===== src/rtl/cellram_ctrl_pkg.sv =====
// Shared definitions for the CellularRAM async-mode controller: FSM states,
// default device timing (cycles at 50 MHz) and the latched request record.
package cellram_ctrl_pkg;

    localparam int RD_CYC_DEF    = 5;
    localparam int WR_CYC_DEF    = 5;
    localparam int REC_CYC_DEF   = 1;
    localparam int PWRUP_CYC_DEF = 7500;

    localparam int TMR_W = 4;
    localparam int PWR_W = 13;

    typedef enum logic [2:0] {
        ST_PWRUP,
        ST_IDLE,
        ST_RD_ACC,
        ST_WR_SET,
        ST_WR_PUL,
        ST_WR_HLD,
        ST_REC,
        ST_ACK
    } state_e;

    // hwa is the word address adr[23:2]; the halfword select is appended later
    typedef struct packed {
        logic [21:0] hwa;
        logic [31:0] dat;
        logic [3:0]  sel;
        logic        we;
    } req_t;

    function automatic logic is_acc(input state_e s);
        return s inside {ST_RD_ACC, ST_WR_SET, ST_WR_PUL, ST_WR_HLD};
    endfunction

endpackage


===== src/rtl/cellram_ctrl_if.sv =====
// Wishbone classic slave-side signal bundle for cellram_ctrl.
interface cellram_ctrl_if;
    logic [31:0] wb_adr_i;
    logic [31:0] wb_dat_i;
    logic [3:0]  wb_sel_i;
    logic        wb_we_i;
    logic        wb_cyc_i;
    logic        wb_stb_i;
    logic [31:0] wb_dat_o;
    logic        wb_ack_o;

    modport master (
        output wb_adr_i, wb_dat_i, wb_sel_i, wb_we_i, wb_cyc_i, wb_stb_i,
        input  wb_dat_o, wb_ack_o
    );

    modport slave (
        input  wb_adr_i, wb_dat_i, wb_sel_i, wb_we_i, wb_cyc_i, wb_stb_i,
        output wb_dat_o, wb_ack_o
    );
endinterface


===== src/rtl/cellram_ctrl_cyc_timer.sv =====
// Loadable 4-bit down-counter; done_o is high while the count is zero.
// Loading N-1 on phase entry gives a phase lasting exactly N cycles.
module cellram_cyc_timer
    import cellram_ctrl_pkg::*;
(
    input  logic             wb_clk,
    input  logic             wb_rst,
    input  logic             load_i,
    input  logic [TMR_W-1:0] load_val_i,
    output logic             done_o
);

    logic [TMR_W-1:0] cnt_q, cnt_d;

    always_comb begin
        cnt_d = cnt_q;
        if (load_i)
            cnt_d = load_val_i;
        else if (cnt_q != '0)
            cnt_d = cnt_q - TMR_W'(1);
    end

    always_ff @(posedge wb_clk or posedge wb_rst) begin
        if (wb_rst)
            cnt_q <= '0;
        else
            cnt_q <= cnt_d;
    end

    assign done_o = (cnt_q == '0);

endmodule


===== src/rtl/cellram_ctrl.sv =====
// Wishbone classic slave driving a 16-bit CellularRAM in async mode; each 32-bit
// access becomes 1-2 timed halfword cycles, high half first. Option: CELLRAM_PWRUP_WAIT_EN.
module cellram_ctrl
    import cellram_ctrl_pkg::*;
#(
    parameter int RD_CYC    = RD_CYC_DEF,
    parameter int WR_CYC    = WR_CYC_DEF,
    parameter int REC_CYC   = REC_CYC_DEF
`ifdef CELLRAM_PWRUP_WAIT_EN
   ,parameter int PWRUP_CYC = PWRUP_CYC_DEF
`endif
) (
    input  logic          wb_clk,
    input  logic          wb_rst,
    cellram_ctrl_if.slave wb,
    output logic [22:0]   mem_addr,
    input  logic [15:0]   mem_dq_i,
    output logic [15:0]   mem_dq_o,
    output logic          mem_dq_oe,
    output logic          mem_ce_n,
    output logic          mem_oe_n,
    output logic          mem_we_n,
    output logic          mem_lb_n,
    output logic          mem_ub_n,
    output logic          mem_adv_n,
    output logic          mem_cre,
    output logic          mem_clk
);

    state_e           state_q, state_d;
    req_t             req_q, req_d;
    logic             half_q, half_d;
    logic             more_q, more_d;
    logic             abort_q, abort_d;
    logic [31:0]      rbuf_q, rbuf_d;
    logic             req_now, abort_now, half_end, pwr_done;
    logic             tmr_load, tmr_done;
    logic [TMR_W-1:0] tmr_val;
    logic [1:0]       hsel_d;
    logic             start_acc;

    logic             ack_q, dq_oe_q, ce_n_q, oe_n_q, we_n_q, lb_n_q, ub_n_q;
    logic [31:0]      dat_o_q;
    logic [22:0]      addr_q;
    logic [15:0]      dq_q;

    logic             unused_adr;
    assign unused_adr = ^{wb.wb_adr_i[31:24], wb.wb_adr_i[1:0]};

`ifdef CELLRAM_PWRUP_WAIT_EN
    localparam state_e RST_STATE = ST_PWRUP;
    logic [PWR_W-1:0] pwr_cnt_q;

    always_ff @(posedge wb_clk or posedge wb_rst) begin
        if (wb_rst)
            pwr_cnt_q <= PWR_W'(PWRUP_CYC - 1);
        else if (state_q == ST_PWRUP && pwr_cnt_q != '0)
            pwr_cnt_q <= pwr_cnt_q - PWR_W'(1);
    end

    assign pwr_done = (pwr_cnt_q == '0);
`else
    localparam state_e RST_STATE = ST_IDLE;
    assign pwr_done = 1'b1;
`endif

    assign req_now   = wb.wb_cyc_i & wb.wb_stb_i;
    // once stb has dropped during a transfer the transfer is abandoned for good
    assign abort_now = abort_q | ~req_now;

    cellram_cyc_timer u_tmr (
        .wb_clk     (wb_clk),
        .wb_rst     (wb_rst),
        .load_i     (tmr_load),
        .load_val_i (tmr_val),
        .done_o     (tmr_done)
    );

    // every timed phase is entered from a different state, so a state change reloads
    assign tmr_load = (state_d != state_q);

    always_comb begin
        tmr_val = '0;
        case (state_d)
            ST_RD_ACC: tmr_val = TMR_W'(RD_CYC - 1);
            ST_WR_PUL: tmr_val = TMR_W'(WR_CYC - 1);
            ST_REC:    tmr_val = TMR_W'(REC_CYC - 1);
            default:   tmr_val = '0;
        endcase
    end

    always_comb begin
        state_d  = state_q;
        req_d    = req_q;
        half_d   = half_q;
        more_d   = more_q;
        abort_d  = abort_q;
        rbuf_d   = rbuf_q;
        half_end = 1'b0;

        if (!(state_q inside {ST_IDLE, ST_PWRUP}))
            abort_d = abort_now;

        unique case (state_q)
            ST_PWRUP: if (pwr_done) state_d = ST_IDLE;
            ST_IDLE: begin
                if (req_now) begin
                    req_d.hwa = wb.wb_adr_i[23:2];
                    req_d.dat = wb.wb_dat_i;
                    req_d.sel = wb.wb_sel_i;
                    req_d.we  = wb.wb_we_i;
                    abort_d   = 1'b0;
                    more_d    = 1'b0;
                    rbuf_d    = '0;
                    half_d    = ~|wb.wb_sel_i[3:2];
                    if (wb.wb_sel_i == 4'h0)
                        state_d = ST_ACK;
                    else
                        state_d = wb.wb_we_i ? ST_WR_SET : ST_RD_ACC;
                end
            end
            ST_RD_ACC: begin
                if (tmr_done) begin
                    if (half_q)
                        rbuf_d[15:0]  = mem_dq_i;
                    else
                        rbuf_d[31:16] = mem_dq_i;
                    half_end = 1'b1;
                end
            end
            ST_WR_SET: state_d = ST_WR_PUL;
            ST_WR_PUL: if (tmr_done) state_d = ST_WR_HLD;
            ST_WR_HLD: half_end = 1'b1;
            ST_REC: begin
                if (tmr_done) begin
                    more_d = 1'b0;
                    if (more_q && !abort_now) begin
                        half_d  = 1'b1;
                        state_d = req_q.we ? ST_WR_SET : ST_RD_ACC;
                    end else begin
                        state_d = ST_IDLE;
                    end
                end
            end
            ST_ACK: state_d = ST_REC;
        endcase

        if (half_end) begin
            if (abort_now) begin
                more_d  = 1'b0;
                state_d = ST_REC;
            end else if (!half_q && |req_q.sel[1:0]) begin
                more_d  = 1'b1;
                state_d = ST_REC;
            end else begin
                state_d = ST_ACK;
            end
        end
    end

    always_ff @(posedge wb_clk or posedge wb_rst) begin
        if (wb_rst) begin
            state_q <= RST_STATE;
            req_q   <= '0;
            half_q  <= 1'b0;
            more_q  <= 1'b0;
            abort_q <= 1'b0;
            rbuf_q  <= '0;
        end else begin
            state_q <= state_d;
            req_q   <= req_d;
            half_q  <= half_d;
            more_q  <= more_d;
            abort_q <= abort_d;
            rbuf_q  <= rbuf_d;
        end
    end

    // Pads are registered from the next state so they line up with the state itself
    assign start_acc = is_acc(state_d) && !is_acc(state_q);
    assign hsel_d    = half_d ? req_d.sel[1:0] : req_d.sel[3:2];

    always_ff @(posedge wb_clk or posedge wb_rst) begin
        if (wb_rst) begin
            ack_q   <= 1'b0;
            dat_o_q <= '0;
            addr_q  <= '0;
            dq_q    <= '0;
            dq_oe_q <= 1'b0;
            ce_n_q  <= 1'b1;
            oe_n_q  <= 1'b1;
            we_n_q  <= 1'b1;
            lb_n_q  <= 1'b1;
            ub_n_q  <= 1'b1;
        end else begin
            ack_q   <= (state_d == ST_ACK);
            dq_oe_q <= state_d inside {ST_WR_SET, ST_WR_PUL, ST_WR_HLD};
            ce_n_q  <= !is_acc(state_d);
            oe_n_q  <= (state_d != ST_RD_ACC);
            we_n_q  <= (state_d != ST_WR_PUL);
            if (start_acc) begin
                addr_q <= {req_d.hwa, half_d};
                dq_q   <= half_d ? req_d.dat[15:0] : req_d.dat[31:16];
                ub_n_q <= ~hsel_d[1];
                lb_n_q <= ~hsel_d[0];
            end else if (!is_acc(state_d)) begin
                ub_n_q <= 1'b1;
                lb_n_q <= 1'b1;
            end
            if (state_d == ST_ACK && !req_d.we)
                dat_o_q <= rbuf_d;
        end
    end

    assign wb.wb_ack_o = ack_q;
    assign wb.wb_dat_o = dat_o_q;
    assign mem_addr    = addr_q;
    assign mem_dq_o    = dq_q;
    assign mem_dq_oe   = dq_oe_q;
    assign mem_ce_n    = ce_n_q;
    assign mem_oe_n    = oe_n_q;
    assign mem_we_n    = we_n_q;
    assign mem_lb_n    = lb_n_q;
    assign mem_ub_n    = ub_n_q;
    assign mem_adv_n   = 1'b0;
    assign mem_cre     = 1'b0;
    assign mem_clk     = 1'b0;

endmodule


===== src/flat_wrapper.sv =====
// flat-port wrapper written by rule: the top's interface ports become plain ports
module cellram_ctrl_flat import cellram_ctrl_pkg::*;
#(
    parameter int RD_CYC    = RD_CYC_DEF,
    parameter int WR_CYC    = WR_CYC_DEF,
    parameter int REC_CYC   = REC_CYC_DEF

)
  (wb_clk, wb_rst, mem_addr, mem_dq_i, mem_dq_o, mem_dq_oe, mem_ce_n, mem_oe_n, mem_we_n, mem_lb_n, mem_ub_n, mem_adv_n, mem_cre, mem_clk, wb_wb_adr_i, wb_wb_dat_i, wb_wb_sel_i, wb_wb_we_i, wb_wb_cyc_i, wb_wb_stb_i, wb_wb_dat_o, wb_wb_ack_o);
  cellram_ctrl_if wb_i ();
  input  logic wb_clk;
  input  logic wb_rst;
  output logic [22:0] mem_addr;
  input  logic [15:0] mem_dq_i;
  output logic [15:0] mem_dq_o;
  output logic mem_dq_oe;
  output logic mem_ce_n;
  output logic mem_oe_n;
  output logic mem_we_n;
  output logic mem_lb_n;
  output logic mem_ub_n;
  output logic mem_adv_n;
  output logic mem_cre;
  output logic mem_clk;
  input wire logic [$bits(wb_i.wb_adr_i)-1:0] wb_wb_adr_i;
  input wire logic [$bits(wb_i.wb_dat_i)-1:0] wb_wb_dat_i;
  input wire logic [$bits(wb_i.wb_sel_i)-1:0] wb_wb_sel_i;
  input wire logic [$bits(wb_i.wb_we_i)-1:0] wb_wb_we_i;
  input wire logic [$bits(wb_i.wb_cyc_i)-1:0] wb_wb_cyc_i;
  input wire logic [$bits(wb_i.wb_stb_i)-1:0] wb_wb_stb_i;
  output wire logic [$bits(wb_i.wb_dat_o)-1:0] wb_wb_dat_o;
  output wire logic [$bits(wb_i.wb_ack_o)-1:0] wb_wb_ack_o;
  assign wb_i.wb_adr_i = wb_wb_adr_i;
  assign wb_i.wb_dat_i = wb_wb_dat_i;
  assign wb_i.wb_sel_i = wb_wb_sel_i;
  assign wb_i.wb_we_i = wb_wb_we_i;
  assign wb_i.wb_cyc_i = wb_wb_cyc_i;
  assign wb_i.wb_stb_i = wb_wb_stb_i;
  assign wb_wb_dat_o = wb_i.wb_dat_o;
  assign wb_wb_ack_o = wb_i.wb_ack_o;
  cellram_ctrl #(.RD_CYC(RD_CYC), .WR_CYC(WR_CYC), .REC_CYC(REC_CYC)) u_core (.wb_clk(wb_clk), .wb_rst(wb_rst), .wb(wb_i), .mem_addr(mem_addr), .mem_dq_i(mem_dq_i), .mem_dq_o(mem_dq_o), .mem_dq_oe(mem_dq_oe), .mem_ce_n(mem_ce_n), .mem_oe_n(mem_oe_n), .mem_we_n(mem_we_n), .mem_lb_n(mem_lb_n), .mem_ub_n(mem_ub_n), .mem_adv_n(mem_adv_n), .mem_cre(mem_cre), .mem_clk(mem_clk));
endmodule

===== config.mk =====
export PLATFORM = sky130hd
export DESIGN_NAME = cellram_ctrl_flat
export DESIGN_NICKNAME = d
export VERILOG_FILES = /design/src/rtl/cellram_ctrl_pkg.sv /design/src/rtl/cellram_ctrl_if.sv /design/src/rtl/cellram_ctrl_cyc_timer.sv /design/src/rtl/cellram_ctrl.sv /design/src/flat_wrapper.sv
export SDC_FILE = /design/constraint.sdc
export NUM_CORES = 1
export LEC_CHECK = 0
export BUFFER_PORTS_ARGS = -buffer_cell sky130_fd_sc_hd__buf_2
export CORE_MARGIN = 1.5
export CORE_UTILIZATION = 55
export DETAILED_ROUTE_END_ITERATION = 16
export PLACE_DENSITY_LB_ADDON = 0.05
export SLEW_MARGIN = 15
export SYNTH_ARGS = -nofsm -noshare
export SYNTH_HDL_FRONTEND = slang
export SYNTH_SLANG_ARGS = --single-unit

===== constraint.sdc =====
create_clock -name wb_clk -period 11.4 [get_ports wb_clk]
set_clock_uncertainty 0.1 [all_clocks]
set_input_delay 1.14 -clock wb_clk [delete_from_list [all_inputs] [get_ports wb_clk]]
set_output_delay 1.14 -clock wb_clk [all_outputs]
set_load 0.01 [all_outputs]

---- Yosys cells after proc, flatten, opt, wreduce, memory -nomap -nowiden ----
Cells that the tools add are included.
word-level totals
  bits in read-only memories .............. 0
  register bits ........................... 179
  memories kept ........................... 0
  input port bits ......................... 89
  logic and storage cells ................. 105
  RAM bits ................................ 0
  output and inout port bits .............. 81
  bits in latches ......................... 0
operators by class
  $add $sub $neg .......................... 1
  mux-type cells .......................... 41
  order comparisons ....................... 0
  shift operators ......................... 0
  reduce and logical (&&, ||, !) cells .... 22
  eq/ne operators ......................... 16
  bitwise operators ....................... 5
  $mul .................................... 0
  divide/modulo/power cells ............... 0
operators by type and width
  kind                                                                      count
  59-bit two-way mux                                                        2
  32-bit two-way mux                                                        2
  32-bit one-hot mux with 2 select lines                                    1
  16-bit two-way mux                                                        3
  3-bit two-way mux                                                         8
  3-bit equality test (second input constant)                               7
  1-bit two-way mux                                                         18
  3-bit one-hot mux with 6 select lines                                     1
  3-bit by 2-bit equality test with 1-bit output (second input constant)    4
  4-bit nonzero test                                                        3
  4-bit zero test                                                           2
  4-bit two-way mux                                                         2
  1-bit zero test                                                           6
  1-bit one-hot mux with 2 select lines                                     3
  2-bit OR reduction                                                        3
  1-bit logical AND                                                         4
  2-bit nonzero test                                                        2
  4-bit by 1-bit subtractor with 4-bit output (second input constant)       1
  3-bit by 1-bit equality test with 1-bit output (second input constant)    1
  3-bit zero test                                                           1
  3-bit by 2-bit inequality test with 1-bit output (second input constant)  1
  3-bit inequality test                                                     1
  3-bit inequality test (second input constant)                             1
  1-bit NOT                                                                 3
  5 further kinds                                                           5

---- Depth between registers and ports, before layout ----
Gate-level depths: netlist of the first run.
  depth in word-level cells ............... 13
  mapped depth ............................ 12
  gate-level depth less buffers ........... 11

---- Hierarchy ----
A second synthesis of the first run with hierarchy kept.
second synthesis, totals
  cells, all modules ...................... 543
  area, all modules ....................... 7382.1 um2
modules (own cells, without submodules)
  module             cells each  times used  area an instance (um2)  sequential area each (um2)
  cellram_ctrl       519         1           7146.9                  4386.7
  cellram_cyc_timer  24          1           235.2                   100.1

---- Worst setup path before layout of the first run ----
No wires, ideal clock.
  path type ............................... input-to-reg
  from .................................... input port wb_wb_sel_i[1]
  to ...................................... register u_core.dat_o_q[0], in the netlist u_core.wb.wb_dat_o[0]
  setup time .............................. 0.125 ns
  stages on the path ...................... 6
  arrival ................................. 2.860 ns
  buffers on the path ..................... 1
  slack ................................... 8.315 ns
  required time ........................... 11.175 ns
  cells stage by stage .................... nor4_1 > a21oi_1 > a211o_1 > nor4_4 > buf_6 > mux2_4
between the ends
  longest elaborated chain between the ends .. 7
ends and longest elaborated chain
  element                                line                 text
  start, declared                        flat_wrapper.sv:27   input wire logic [$bits(wb_i.wb_sel_i)-1:0] wb_wb_sel_i;
  4-bit zero test                        cellram_ctrl.sv:116  if (wb.wb_sel_i == 4'h0)
  3-bit two-way mux                      cellram_ctrl.sv:116
  3-bit two-way mux                      cellram_ctrl.sv:107  if (req_now) begin
  3-bit one-hot mux with 6 select lines  cellram_ctrl.sv:104  unique case (state_q)
  3-bit two-way mux                      cellram_ctrl.sv:148  if (half_end) begin
  3-bit equality test                    cellram_ctrl.sv:210  if (state_d == ST_ACK && !req_d.we)
  1-bit logical AND                      cellram_ctrl.sv:210
  end signal, assigned                   cellram_ctrl.sv:211  dat_o_q <= rbuf_d;
  end, declared                          cellram_ctrl.sv:43   logic [31:0] dat_o_q;
Every way passes these cells.
A chain may end at the register's enable or synchronous reset.

---- Worst setup path in the final report of the first run ----
  from .................................... input port wb_wb_stb_i
  to ...................................... register u_core.dq_q[3], in the netlist u_core.mem_dq_o[3]
between the ends
  longest elaborated chain between the ends .. 12
  elaborated cells on any way between the ends .. 24
  those cells by class .................... 4 x eq/ne; 13 x mux; 3 x bitwise; 4 x reduce/logical
ends and longest elaborated chain
  element                                                                                       line                    text
  start, declared                                                                               flat_wrapper.sv:30      input wire logic [$bits(wb_i.wb_stb_i)-1:0] wb_wb_stb_i;
  1-bit bitwise AND (*)                                                                         cellram_ctrl.sv:67      assign req_now = wb.wb_cyc_i & wb.wb_stb_i;
  1-bit NOT                                                                                     cellram_ctrl.sv:69      assign abort_now = abort_q | ~req_now;
  1-bit OR                                                                                      cellram_ctrl.sv:69
  1-bit zero test                                                                               cellram_ctrl.sv:137     if (more_q && !abort_now) begin
  1-bit logical AND                                                                             cellram_ctrl.sv:137
  3-bit two-way mux                                                                             cellram_ctrl.sv:137
  3-bit two-way mux                                                                             cellram_ctrl.sv:135     if (tmr_done) begin
  3-bit one-hot mux with 6 select lines                                                         cellram_ctrl.sv:104
  3-bit two-way mux                                                                             cellram_ctrl.sv:148
  3-bit by 2-bit equality test with 1-bit output / 3-bit equality test (equally long branches)  cellram_ctrl_pkg.sv:33  return s inside {ST_RD_ACC, ST_WR_SET, ST_WR_PUL, ST_WR_HLD};
  4-bit nonzero test                                                                            cellram_ctrl_pkg.sv:33
  1-bit logical AND                                                                             cellram_ctrl.sv:180     assign start_acc = is_acc(state_d) && !is_acc(state_q);
  end signal, assigned                                                                          cellram_ctrl.sv:203     dq_q <= half_d ? req_d.dat[15:0] : req_d.dat[31:16];
  end, declared                                                                                 cellram_ctrl.sv:45      logic [15:0] dq_q;
Every way passes the cells marked *; elsewhere a longest branch is shown, timed or not.

==> flow_metrics.env, run 1 <==
export IMPL_fin_ws_ps=8090
export IMPL_tightestPinTransition_ps=1150
export IMPL_worst_path_max_delay_cell="buf_4"
export IMPL_netSwitchingFraction=0.331
export IMPL_cp_num_buf_inv=2
export IMPL_syn_area_mm2=0.00741
export IMPL_yosys_warnings=0
export IMPL_first_pass_iters=5
export IMPL_finalNonFillerCells=947
export IMPL_io_buffers=156
export IMPL_final_cell_area_mm2=0.00887
export IMPL_gp_congestion=0.881
export IMPL_crit_path_start_kind="primary input"
export IMPL_ys_flop_type="dfrtp_1"
export IMPL_path_common_cell="mux2_2"
export IMPL_p_seq_frac=0.401
export IMPL_drt_iter0_drc=298
export IMPL_die_h_um=119
export IMPL_yosys_register_bits=179
export IMPL_arrival_ps=3520
export IMPL_path_cells="buf_2 > nand3_1 > nor2_4 > buf_4 > a22oi_1 > o21ai_2 > mux2_2 > mux2_2"
export IMPL_ctsHtreeMaxLevel=4
export IMPL_grt_max_degree=102
export IMPL_status="finished, final reports clean"
export IMPL_rsz0062_at_grt="false"
export IMPL_critPathTopFamily="compound AO/OA/AOI/OAI gates"
export IMPL_period_needed_ps=3310
export IMPL_crit_fanout=63
export IMPL_yosysSeqAreaShare=0.605
export IMPL_p_sw_uw=856
export IMPL_finalHoldViolCount=0
export IMPL_drive_above_1_share=0.387
export IMPL_ir_drop_mv=0.135
export IMPL_synthDistinctLibCells=54
export IMPL_die_w_um=119
export IMPL_power_share_clock=0.226
export IMPL_setup_violations_final=0
export IMPL_synth_edf_count=0
export IMPL_path_clk_slew_ps=60
export IMPL_start_util=0.562
export IMPL_die_area_mm2=0.0142
export IMPL_hold_buffers=0
export IMPL_grt_overflow=0
export IMPL_powerDensity_mw_per_mm2=291
export IMPL_clock_path_buffers=2
export IMPL_p_leak_uw=0.00462
export IMPL_drtAntennaViolNets=0
export IMPL_cp_end_kind="register"
export IMPL_drcViolationCount=0
export IMPL_tritoncts="built"
export IMPL_clock_sinks=179
export IMPL_relSlewSlack=0.234
export IMPL_crit_start="wb_wb_stb_i"
export IMPL_yosysTopAreaCellShare=0.584
export IMPL_post_cts_buffers=0
export IMPL_synthArstFlopShare=1.00
export IMPL_finish_utilization=0.672
export IMPL_wl_per_cell_um=16.7
export IMPL_yosysTopAreaCell="dfrtp_1"
export IMPL_post_dp_cell_area_mm2=0.00828
export IMPL_grt_usage=0.233
export IMPL_vias=5002
export IMPL_insertion_delay_ps=420
export IMPL_cp_required_ps=11610
export IMPL_cts_root_buffer="clkbuf_16"
export IMPL_n_antenna_cell=0
export IMPL_antenna_found_initial=0
export IMPL_numCtsBuffers=17
export IMPL_reg2reg_from="u_core.state_q[1]"
export IMPL_cts_resized=0
export IMPL_via_per_inst=5.28
export IMPL_path_class="in2reg"
export IMPL_io_pins=170
export IMPL_hold_path_class="reg2reg"
export IMPL_num_rows=42
export IMPL_fin_setup_tns_ps=0
export IMPL_dpl_hpwl_um=9860
export IMPL_grt_pass1_wl_um=25800
export IMPL_core_mm2=0.0132
export IMPL_grt_pass1_vias=5122
export IMPL_comb_power_share=0.372
export IMPL_syn_to_final_growth_pct=19.6
export IMPL_final_max_slew_viol_count=0
export IMPL_cpPeakStageDelay_ps=540
export IMPL_wl_um=15800
export IMPL_post_place_ws_ps=7620
export IMPL_dpl_cell_count=915
export IMPL_nets=848
export IMPL_min_from="u_core.req_q[51]"
export IMPL_syn_inst=610
export IMPL_synth_area_leaders="dfrtp_1, nand2_1, mux2_4"
export IMPL_p_int_uw=1730
export IMPL_timing_final_crit_share=0.291
export IMPL_avgSynthCellArea_um2=12.2
export IMPL_maxCapViolCount=0
export IMPL_max_freq_ghz=0.302
-- stage by stage --
step | hold slack [ps] | power [uW]
finish | 367 | 2580
global placement | 348 | 1960
global route | 388 | 2750
CTS | 370 | 2600
detailed placement | 354 | 2010
floorplan | 336 | 1760
-- Yosys cell counts, types with 5 or more instances --
cell,n
buf_4,5
nor3_1,7
buf_6,6
a21oi_1,7
nor2_1,10
o21ai_0,7
a22o_1,32
mux2_4,39
mux2_2,47
nand2_1,178
dfstp_2,6
buf_2,6
inv_1,11
dfrtp_1,173
clkbuf_1,16
-- state kept, by name (all words and copies together), names as in the netlist, 3 cells and up --
signal	count
u_core.mem_addr	23
u_core.u_tmr.cnt_q	4
u_core.rbuf_q	32
u_core.wb.wb_dat_o	32
u_core.req_q	59
u_core.state_q	3
u_core.mem_dq_o	16
-- cells by family after synthesis --
| family | synth area share |
|---|---|
| and+or+nand+nor | 0.133 |
| DFF | 0.605 |
| muxes | 0.156 |
| AOI/OAI and AO/OA | 0.0648 |
| buffers and inverters | 0.0356 |
| xor gates and xnor gates | 0.00354 |
| adders and majority gates | 0.00169 |
| other | 0.000506 |
-- final timing paths --
kind                            cells past startpoint                    end  slack, ps
worst min register to register                      2       u_core.req_q[51]        370
worst max-delay path                                8     u_core.mem_dq_o[3]       8090
worst min-delay path                                2       u_core.req_q[51]        370
max in group asynchronous                           3       u_core.req_q[19]       8830
min in group asynchronous                           2  u_core.wb.wb_dat_o[0]        810
worst max register to register                      6     u_core.mem_dq_o[3]       8130
-- power by group through the flow --
stage	logic (uW)	registers, uW	clock network (uW)
2_1_floorplan	699	1060	0
6_report	963	1040	585
4_1_cts	969	1040	594
5_1_grt	1050	1070	624
3_5_place_dp	962	1040	0
3_3_place_gp	929	1030	0
-- tightest hold or removal path: stages, from the launching register on --
cell and delay [ps]:
dfrtp_1 320, nand2_1 40, nand2_1 70
-- metal layers --
| metal | track usage | vias to the layer above | share of wire |
|---|---|---|---|
| met5 | 0 | - | 0 |
| met2 | 0.365 | 143 | 0.48 |
| li1 | - | 2348 | - |
| met4 | 0.0640 | 0 | 0.010 |
| met3 | 0.0704 | 17 | 0.062 |
| met1 | 0.318 | 2494 | 0.45 |
-- final cells by class --
cell class | count | area [um2]
Clock buffer | 19 | 433
Clock inverter | 13 | 159
Fill cell | 1051 | 4320
Inverter | 11 | 46.3
Multi-Input combinational cell | 386 | 2690
Sequential cell | 179 | 4490
Tap cell | 176 | 220
Timing Repair Buffer | 163 | 833
-- cell usage in the layout, fill, tap and decap left out, types with 4 or more instances in the layout --
cell / count
mux2_2: 47
clkinv_2: 4
nand3_1: 4
inv_1: 10
a21oi_1: 7
buf_2: 156
clkbuf_16: 17
nor2_1: 9
o21ai_0: 6
dfstp_2: 6
nor3_1: 7
nand2_1: 178
mux2_4: 39
buf_4: 7
dfrtp_1: 173
a22o_1: 32
No activity file was read; power rests on OpenSTA's default activity.
==> run 2: changes to the inputs <==
--- a/config.mk
+++ b/config.mk
@@ -5,9 +5,10 @@
 export SDC_FILE = /design/constraint.sdc
 export NUM_CORES = 1
 export LEC_CHECK = 0
+export ABC_AREA = 1
 export BUFFER_PORTS_ARGS = -buffer_cell sky130_fd_sc_hd__buf_2
 export CORE_MARGIN = 1.5
-export CORE_UTILIZATION = 55
+export CORE_UTILIZATION = 49
 export DETAILED_ROUTE_END_ITERATION = 16
 export PLACE_DENSITY_LB_ADDON = 0.05
 export SLEW_MARGIN = 15
==> constraint.sdc (replaced) <==
create_clock -name wb_clk -period 2.9 [get_ports wb_clk]
set_clock_uncertainty 0.1 [all_clocks]
set_input_delay 0.29 -clock wb_clk [delete_from_list [all_inputs] [get_ports wb_clk]]
set_output_delay 0.29 -clock wb_clk [all_outputs]
set_load 0.01 [all_outputs]
==> run 2 against run 1 <==
  * Area after synthesis rose by 0.52%
  * Routed wire length up 7.2%
  * Combinational power increased to 3.7 times the previous value
  * Largest power group unchanged
  * Highest routed layer unchanged
==> flow_metrics.env, run 2 <==
export IMPL_netlist_top_cells_count="nand2_1, dfrtp_1, inv_1, o21ai_0, o22ai_1"
export IMPL_syn_to_final_growth_pct=24.9
export IMPL_synth_edf_count=0
export IMPL_crit_path_start_kind="register"
export IMPL_reg2reg_from="u_core.state_q[1]"
export IMPL_dpl_cell_count=1166
export IMPL_finalNonFillerCells=1236
export IMPL_ctsHtreeMaxLevel=4
export IMPL_drt_iter0_drc=501
export IMPL_antenna_found_initial=1
export IMPL_numCtsBuffers=17
export IMPL_start_util=0.507
export IMPL_via_per_inst=4.83
export IMPL_path_class="reg2reg"
export IMPL_min_from="wb_wb_dat_i[31]"
export IMPL_period_needed_ps=2500
export IMPL_synth_compound_gate_area_share=0.0784
export IMPL_yosysSeqAreaShare=0.602
export IMPL_insertion_delay_ps=420
export IMPL_relSlewSlack=0.580
export IMPL_cts_resized=0
export IMPL_finalHoldViolCount=0
export IMPL_p_leak_uw=0.00511
export IMPL_path_common_cell="o21ai_0"
export IMPL_top_register="u_core.req_q"
export IMPL_clock_path_buffers=2
export IMPL_path_cells="nor2_2 > nand3_4 > inv_2 > buf_4 > o21ai_0 > nand2_1 > o21ai_0 > o21ai_0"
export IMPL_die_h_um=126
export IMPL_setup_violations_final=0
export IMPL_layout_common_cells="nand2_1, dfrtp_1, buf_2"
export IMPL_gp_congestion=0.834
export IMPL_clock_sinks=179
export IMPL_power_uw=9730
export IMPL_synth_most_common_cell="nand2_1"
export IMPL_wl_um=16900
export IMPL_io_pins=170
export IMPL_tightestPinTransition_ps=629
export IMPL_final_max_slew_viol_count=0
export IMPL_grt_max_degree=82
export IMPL_max_freq_ghz=0.400
export IMPL_core_mm2=0.0147
export IMPL_fill_cells=1331
export IMPL_yosys_register_bits=179
export IMPL_path_clk_slew_ps=60
export IMPL_wl_per_cell_um=13.7
export IMPL_num_rows=44
export IMPL_yosysTopAreaCellShare=0.581
export IMPL_cp_end_kind="register"
export IMPL_drtAntennaViolNets=0
export IMPL_reg2reg_slack_ps=400
export IMPL_ir_drop_mv=0.509
export IMPL_grt_pass1_wl_um=28900
export IMPL_status="finished, final reports clean"
export IMPL_grt_usage=0.227
export IMPL_cpPeakStageDelay_ps=500
export IMPL_vias=5970
export IMPL_rsz0062_at_grt="false"
export IMPL_cp_required_ps=3140
export IMPL_nets=1129
export IMPL_regArea_mm2=0.00449
export IMPL_synth_simple_area_share=0.235
export IMPL_largest_reg_flops=59
export IMPL_grt_pass1_vias=5980
export IMPL_worst_path_max_delay_cell="buf_4"
export IMPL_synth_top_family_by_area="simple AND/OR/NAND/NOR gates"
export IMPL_grt_overflow=0
export IMPL_synth_mux_area_fraction=0
export IMPL_yosysTopAreaCell="dfrtp_1"
export IMPL_synthArstFlopShare=1.00
export IMPL_drcViolationCount=0
export IMPL_whs_path_depth=3
export IMPL_dpl_hpwl_um=10900
export IMPL_maxCapViolCount=0
export IMPL_hold_path_class="in2reg"
export IMPL_finish_utilization=0.633
export IMPL_syn_area_mm2=0.00745
export IMPL_tritoncts="built"
export IMPL_yosys_warnings=0
export IMPL_synthXorXnorAreaFrac=0.00118
export IMPL_cts_root_buffer="clkbuf_16"
export IMPL_synth_area_leaders="dfrtp_1, nand2_1, inv_1"
export IMPL_ys_flop_type="dfrtp_1"
export IMPL_r2r_end="u_core.mem_dq_o[15]"
export IMPL_arrival_ps=2730
export IMPL_timing_final_crit_share=0.861
export IMPL_synthAdderAreaFrac=0.00168
export IMPL_reg2reg_depth=8
export IMPL_die_area_mm2=0.0160
export IMPL_avgSynthCellArea_um2=8.79
export IMPL_first_pass_iters=5
export IMPL_multi_input_area_mm2=0.00237
export IMPL_fin_setup_tns_ps=0
export IMPL_drive_above_1_share=0.232
export IMPL_synthDistinctLibCells=34
export IMPL_powerDensity_mw_per_mm2=1040
export IMPL_hold_path_end="u_core.req_q[36]"
export IMPL_fin_ws_ps=403
export IMPL_post_place_ws_ps=399
export IMPL_syn_inst=848
export IMPL_crit_fanout=56
export IMPL_die_w_um=126
export IMPL_io_buffers=156
export IMPL_layout_commonest_cell="nand2_1"
-- run 2: metrics by stage --
stage | cell area, um2 | hold slack [ps]
final | 9310 | 14.0
after global routing | 9310 | 10.3
after CTS | 9310 | 3.86
after detailed placement | 8390 | 300
after global placement | 8390 | 306
after floorplan | 7460 | 315
-- run 2: per-layer routing --
metal	routed length (um)	vias up	share of wire	GRT usage
li1	-	2999	-	-
met1	7810	2785	0.46	0.310
met2	7850	161	0.46	0.354
met3	952	25	0.056	0.0607
met4	308	0	0.018	0.0838
met5	0	-	0	0
-- run 2: kinds of logic after synthesis --
kind of cell | after synthesis
AO/OA/AOI/OAI | 105
buffers and inverters | 138
AND/OR/NAND/NOR | 423
flip-flops | 179
XOR/XNOR | 1
other | 1
adder cells (fa/ha/maj) | 1
-- run 2: what timing repair did --
action                                 in CTS  in global routing
hold buffers                               38                  0
setup endpoints to repair                   0                  0
endpoints found under the hold margin      57                  0
setup buffers                               0                  0
-- run 2: worst max path at each step --
stage	start	end	slack (ps)	depth (start not counted)
floorplan	wb_rst	u_core.abort_q	220	1
global placement	u_core.state_q[1]	u_core.mem_dq_o[15]	410	8
CTS	u_core.state_q[2]	u_core.mem_dq_o[15]	380	8
finish	u_core.state_q[1]	u_core.mem_dq_o[15]	400	8
detailed placement	u_core.state_q[1]	u_core.mem_dq_o[15]	400	8
global route	u_core.state_q[1]	u_core.mem_dq_o[13]	130	8
-- run 2: critical path, delay by kind of cell (launching register included) --
family                 cells  cell delay (ps)
AOI/OAI and AO/OA          3              510
buffers and inverters      2              680
DFF                        1              470
and+or+nand+nor            3              650
-- run 2: final cells by class --
class	count	share of cell area
multi-input combinational	533	0.255
timing repair buffer	207	0.139
clock buffer	23	0.0492
clock inverter	8	0.00860
tap	184	0.0247
sequential	179	0.482
inverter	101	0.0411
antenna	1	0.000269
-- run 2: report_power, final --
| part | total, uW | switching (uW) | internal [uW] | leakage (uW) |
|---|---|---|---|---|
| logic | 3590 | 2300 | 1280 | 0.00256 |
| registers | 4010 | 443 | 3570 | 0.00230 |
| clock network | 2130 | 925 | 1200 | 0.000254 |
==> run 3: changes to the inputs <==
--- a/config.mk
+++ b/config.mk
@@ -7,6 +7,7 @@
 export LEC_CHECK = 0
 export ABC_AREA = 1
 export BUFFER_PORTS_ARGS = -buffer_cell sky130_fd_sc_hd__buf_2
+export CAP_MARGIN = 25
 export CORE_MARGIN = 1.5
 export CORE_UTILIZATION = 49
 export DETAILED_ROUTE_END_ITERATION = 16
==> constraint.sdc (replaced) <==
create_clock -name wb_clk -period 2.28 [get_ports wb_clk]
set_clock_uncertainty 0.1 [all_clocks]
set_input_delay 0.228 -clock wb_clk [delete_from_list [all_inputs] [get_ports wb_clk]]
set_output_delay 0.228 -clock wb_clk [all_outputs]
set_load 0.01 [all_outputs]
==> run 3 against run 2 <==
  * Global-route usage barely moved
  * First-iteration DRC count is 34% lower
  * Power grew 37%
  * Non-clock buffer count grew 35
  * Design area up 5.7%
  * Critical path depth increased by 5
  * Maximum frequency is 16% higher
  * Routed wire length increased by 6.6%
  * Setup slack got worse by 280 ps
  * Register-to-register slack got worse by 280 ps
  * Sequential share of layout area down 2.6 points
  * Cell count is 3.1% higher
  * Critical endpoint is now u_core.wb.wb_dat_o[28]
  * Largest power group is now combinational logic
==> flow_metrics.env, run 3 (same netlist as run 2, synthesis figures left out) <==
export IMPL_ir_drop_mv=0.698
export IMPL_path_class="reg2reg"
export IMPL_hold_path_class="in2reg"
export IMPL_final_cell_area_mm2=0.00984
export IMPL_powerDensity_mw_per_mm2=1360
export IMPL_grt_pass1_vias=5972
export IMPL_p_seq_frac=0.382
export IMPL_crit_start="u_core.u_tmr.cnt_q[0]"
export IMPL_drive_above_1_share=0.265
export IMPL_grt_max_degree=58
export IMPL_status="finished, final reports clean"
export IMPL_p_leak_uw=0.00537
export IMPL_insertion_delay_ps=420
export IMPL_dpl_hpwl_um=11100
export IMPL_r2r_end="u_core.wb.wb_dat_o[28]"
export IMPL_layout_commonest_cell="nand2_1"
export IMPL_core_mm2=0.0147
export IMPL_grt_util_met3=0.0582
export IMPL_drt_iter0_drc=333
export IMPL_timing_hold_ws_ps=21.7
export IMPL_die_area_mm2=0.0160
export IMPL_power_share_clock=0.227
export IMPL_drtAntennaViolNets=0
export IMPL_crit_path_end="u_core.wb.wb_dat_o[28]"
export IMPL_grt_overflow=0
export IMPL_max_freq_ghz=0.465
export IMPL_post_dp_cell_area_mm2=0.00858
export IMPL_cts_root_buffer="clkbuf_16"
export IMPL_reg2reg_from="u_core.u_tmr.cnt_q[0]"
export IMPL_p_sw_uw=5010
export IMPL_fin_ws_ps=128
export IMPL_cp_end_kind="register"
export IMPL_post_place_ws_ps=-15.3
export IMPL_comb_power_share=0.391
export IMPL_finish_utilization=0.669
export IMPL_num_rows=44
export IMPL_path_common_cell="nand2_1"
export IMPL_largest_reg_flops=59
export IMPL_die_w_um=126
export IMPL_reg2reg_depth=13
export IMPL_io_buffers=156
export IMPL_drcViolationCount=0
export IMPL_fill_cells=1223
export IMPL_finalHoldViolCount=0
export IMPL_nets=1166
export IMPL_first_pass_iters=4
export IMPL_netSwitchingFraction=0.375
export IMPL_min_from="mem_dq_i[8]"
export IMPL_gr_usage_met1=0.306
export IMPL_tightestPinTransition_ps=624
export IMPL_use_met2=0.371
export IMPL_grt_busiest_layer="met2"
export IMPL_worst_path_max_delay_cell="dfrtp_1"
export IMPL_reg2reg_slack_ps=130
export IMPL_arrival_ps=2370
export IMPL_p_int_uw=8340
export IMPL_io_pins=170
export IMPL_syn_to_final_growth_pct=32.0
export IMPL_setup_violations_final=0
export IMPL_clock_sinks=179
export IMPL_grt_usage=0.228
export IMPL_fin_setup_tns_ps=0
export IMPL_ctsHtreeMaxLevel=4
export IMPL_clock_path_buffers=2
export IMPL_via_per_inst=4.83
export IMPL_wl_per_cell_um=14.2
export IMPL_wl_um=18000
export IMPL_vias=6152
export IMPL_maxCapViolCount=0
export IMPL_tritoncts="built"
export IMPL_numCtsBuffers=17
export IMPL_timing_final_crit_share=0.944
export IMPL_antenna_found_initial=1
export IMPL_gp_congestion=0.816
export IMPL_final_max_slew_viol_count=0
export IMPL_die_h_um=126
export IMPL_grt_pass1_wl_um=28800
export IMPL_crit_fanout=8
export IMPL_relSlewSlack=0.583
export IMPL_crit_path_start_kind="register"
export IMPL_cpPeakStageDelay_ps=370
export IMPL_path_clk_slew_ps=70
export IMPL_start_util=0.507
export IMPL_period_needed_ps=2150
export IMPL_layout_common_cells="nand2_1, dfrtp_1, buf_2"
export IMPL_cp_required_ps=2500
export IMPL_top_register="u_core.req_q"
export IMPL_path_cells="inv_1 > ha_1 > nand2_1 > nand2_1 > nand2_2 > inv_2 > nand2_2 > nand3_2 > buf_4 > nand4_4 > clkbuf_16 > nand2_1 > nand2_1"
==> run 3: worst min path at each step <==
stage | end | slack [ps] | depth (start not counted)
floorplan | u_core.req_q[21] | 250 | 2
global placement | u_core.abort_q | 240 | 2
detailed placement | u_core.abort_q | 240 | 2
CTS | u_core.rbuf_q[4] | 8 | 3
global route | u_core.rbuf_q[3] | 20 | 3
finish | u_core.rbuf_q[8] | 20 | 3
==> run 3: critical path: cells and delay by family (launching register included) <==
kind / cells / cell delay, ps
flip-flops: 1 / 370
AND/OR/NAND/NOR: 8 / 810
adder cells (fa/ha/maj): 1 / 190
buffers and inverters: 4 / 580
==> run 3: per-stage QoR <==
stage,total power [uW],cells
6_report,13400,1274
5_1_grt,14400,1274
4_1_cts,13100,1262
3_5_place_dp,9920,1188
3_3_place_gp,9830,1188
2_1_floorplan,8250,850
==> run 3: layout make-up <==
| type | count | area, um2 | area share |
|---|---|---|---|
| Antenna cell | 1 | 2.50 | 0.000254 |
| Clock buffer | 18 | 439 | 0.0446 |
| Clock inverter | 14 | 178 | 0.0181 |
| Inverter | 101 | 388 | 0.0394 |
| Multi-Input combinational cell | 535 | 2430 | 0.247 |
| Sequential cell | 179 | 4490 | 0.456 |
| Tap cell | 184 | 230 | 0.0234 |
| Timing Repair Buffer | 242 | 1680 | 0.171 |
==> run 3: routing by layer <==
| layer | share of wire | wire length (um) | up-vias |
|---|---|---|---|
| met1 | 0.47 | 8470 | 2903 |
| met5 | 0 | 0 | - |
| met4 | 0.0073 | 132 | 0 |
| met2 | 0.48 | 8590 | 151 |
| met3 | 0.046 | 837 | 11 |
| li1 | - | - | 3087 |
==> run 3: what timing repair did <==
| action | CTS | global route |
|---|---|---|
| endpoints found under the hold margin | 52 | 0 |
| setup buffers | 0 | 6 |
| gates cloned | 1 | 5 |
| pin swaps | 0 | 4 |
| endpoints found under the setup margin | 32 | 74 |
| hold buffers | 41 | 0 |
| resized for setup | 1 | 15 |
==> run 3: power groups by stage <==
stage / clock [uW] / sequential (uW) / combinational (uW)
after global routing: 3210 / 5240 / 5900
after floorplan: 0 / 5330 / 2920
after global placement: 0 / 5090 / 4740
after CTS: 3080 / 5090 / 4920
final: 3030 / 5100 / 5230
after detailed placement: 0 / 5120 / 4800
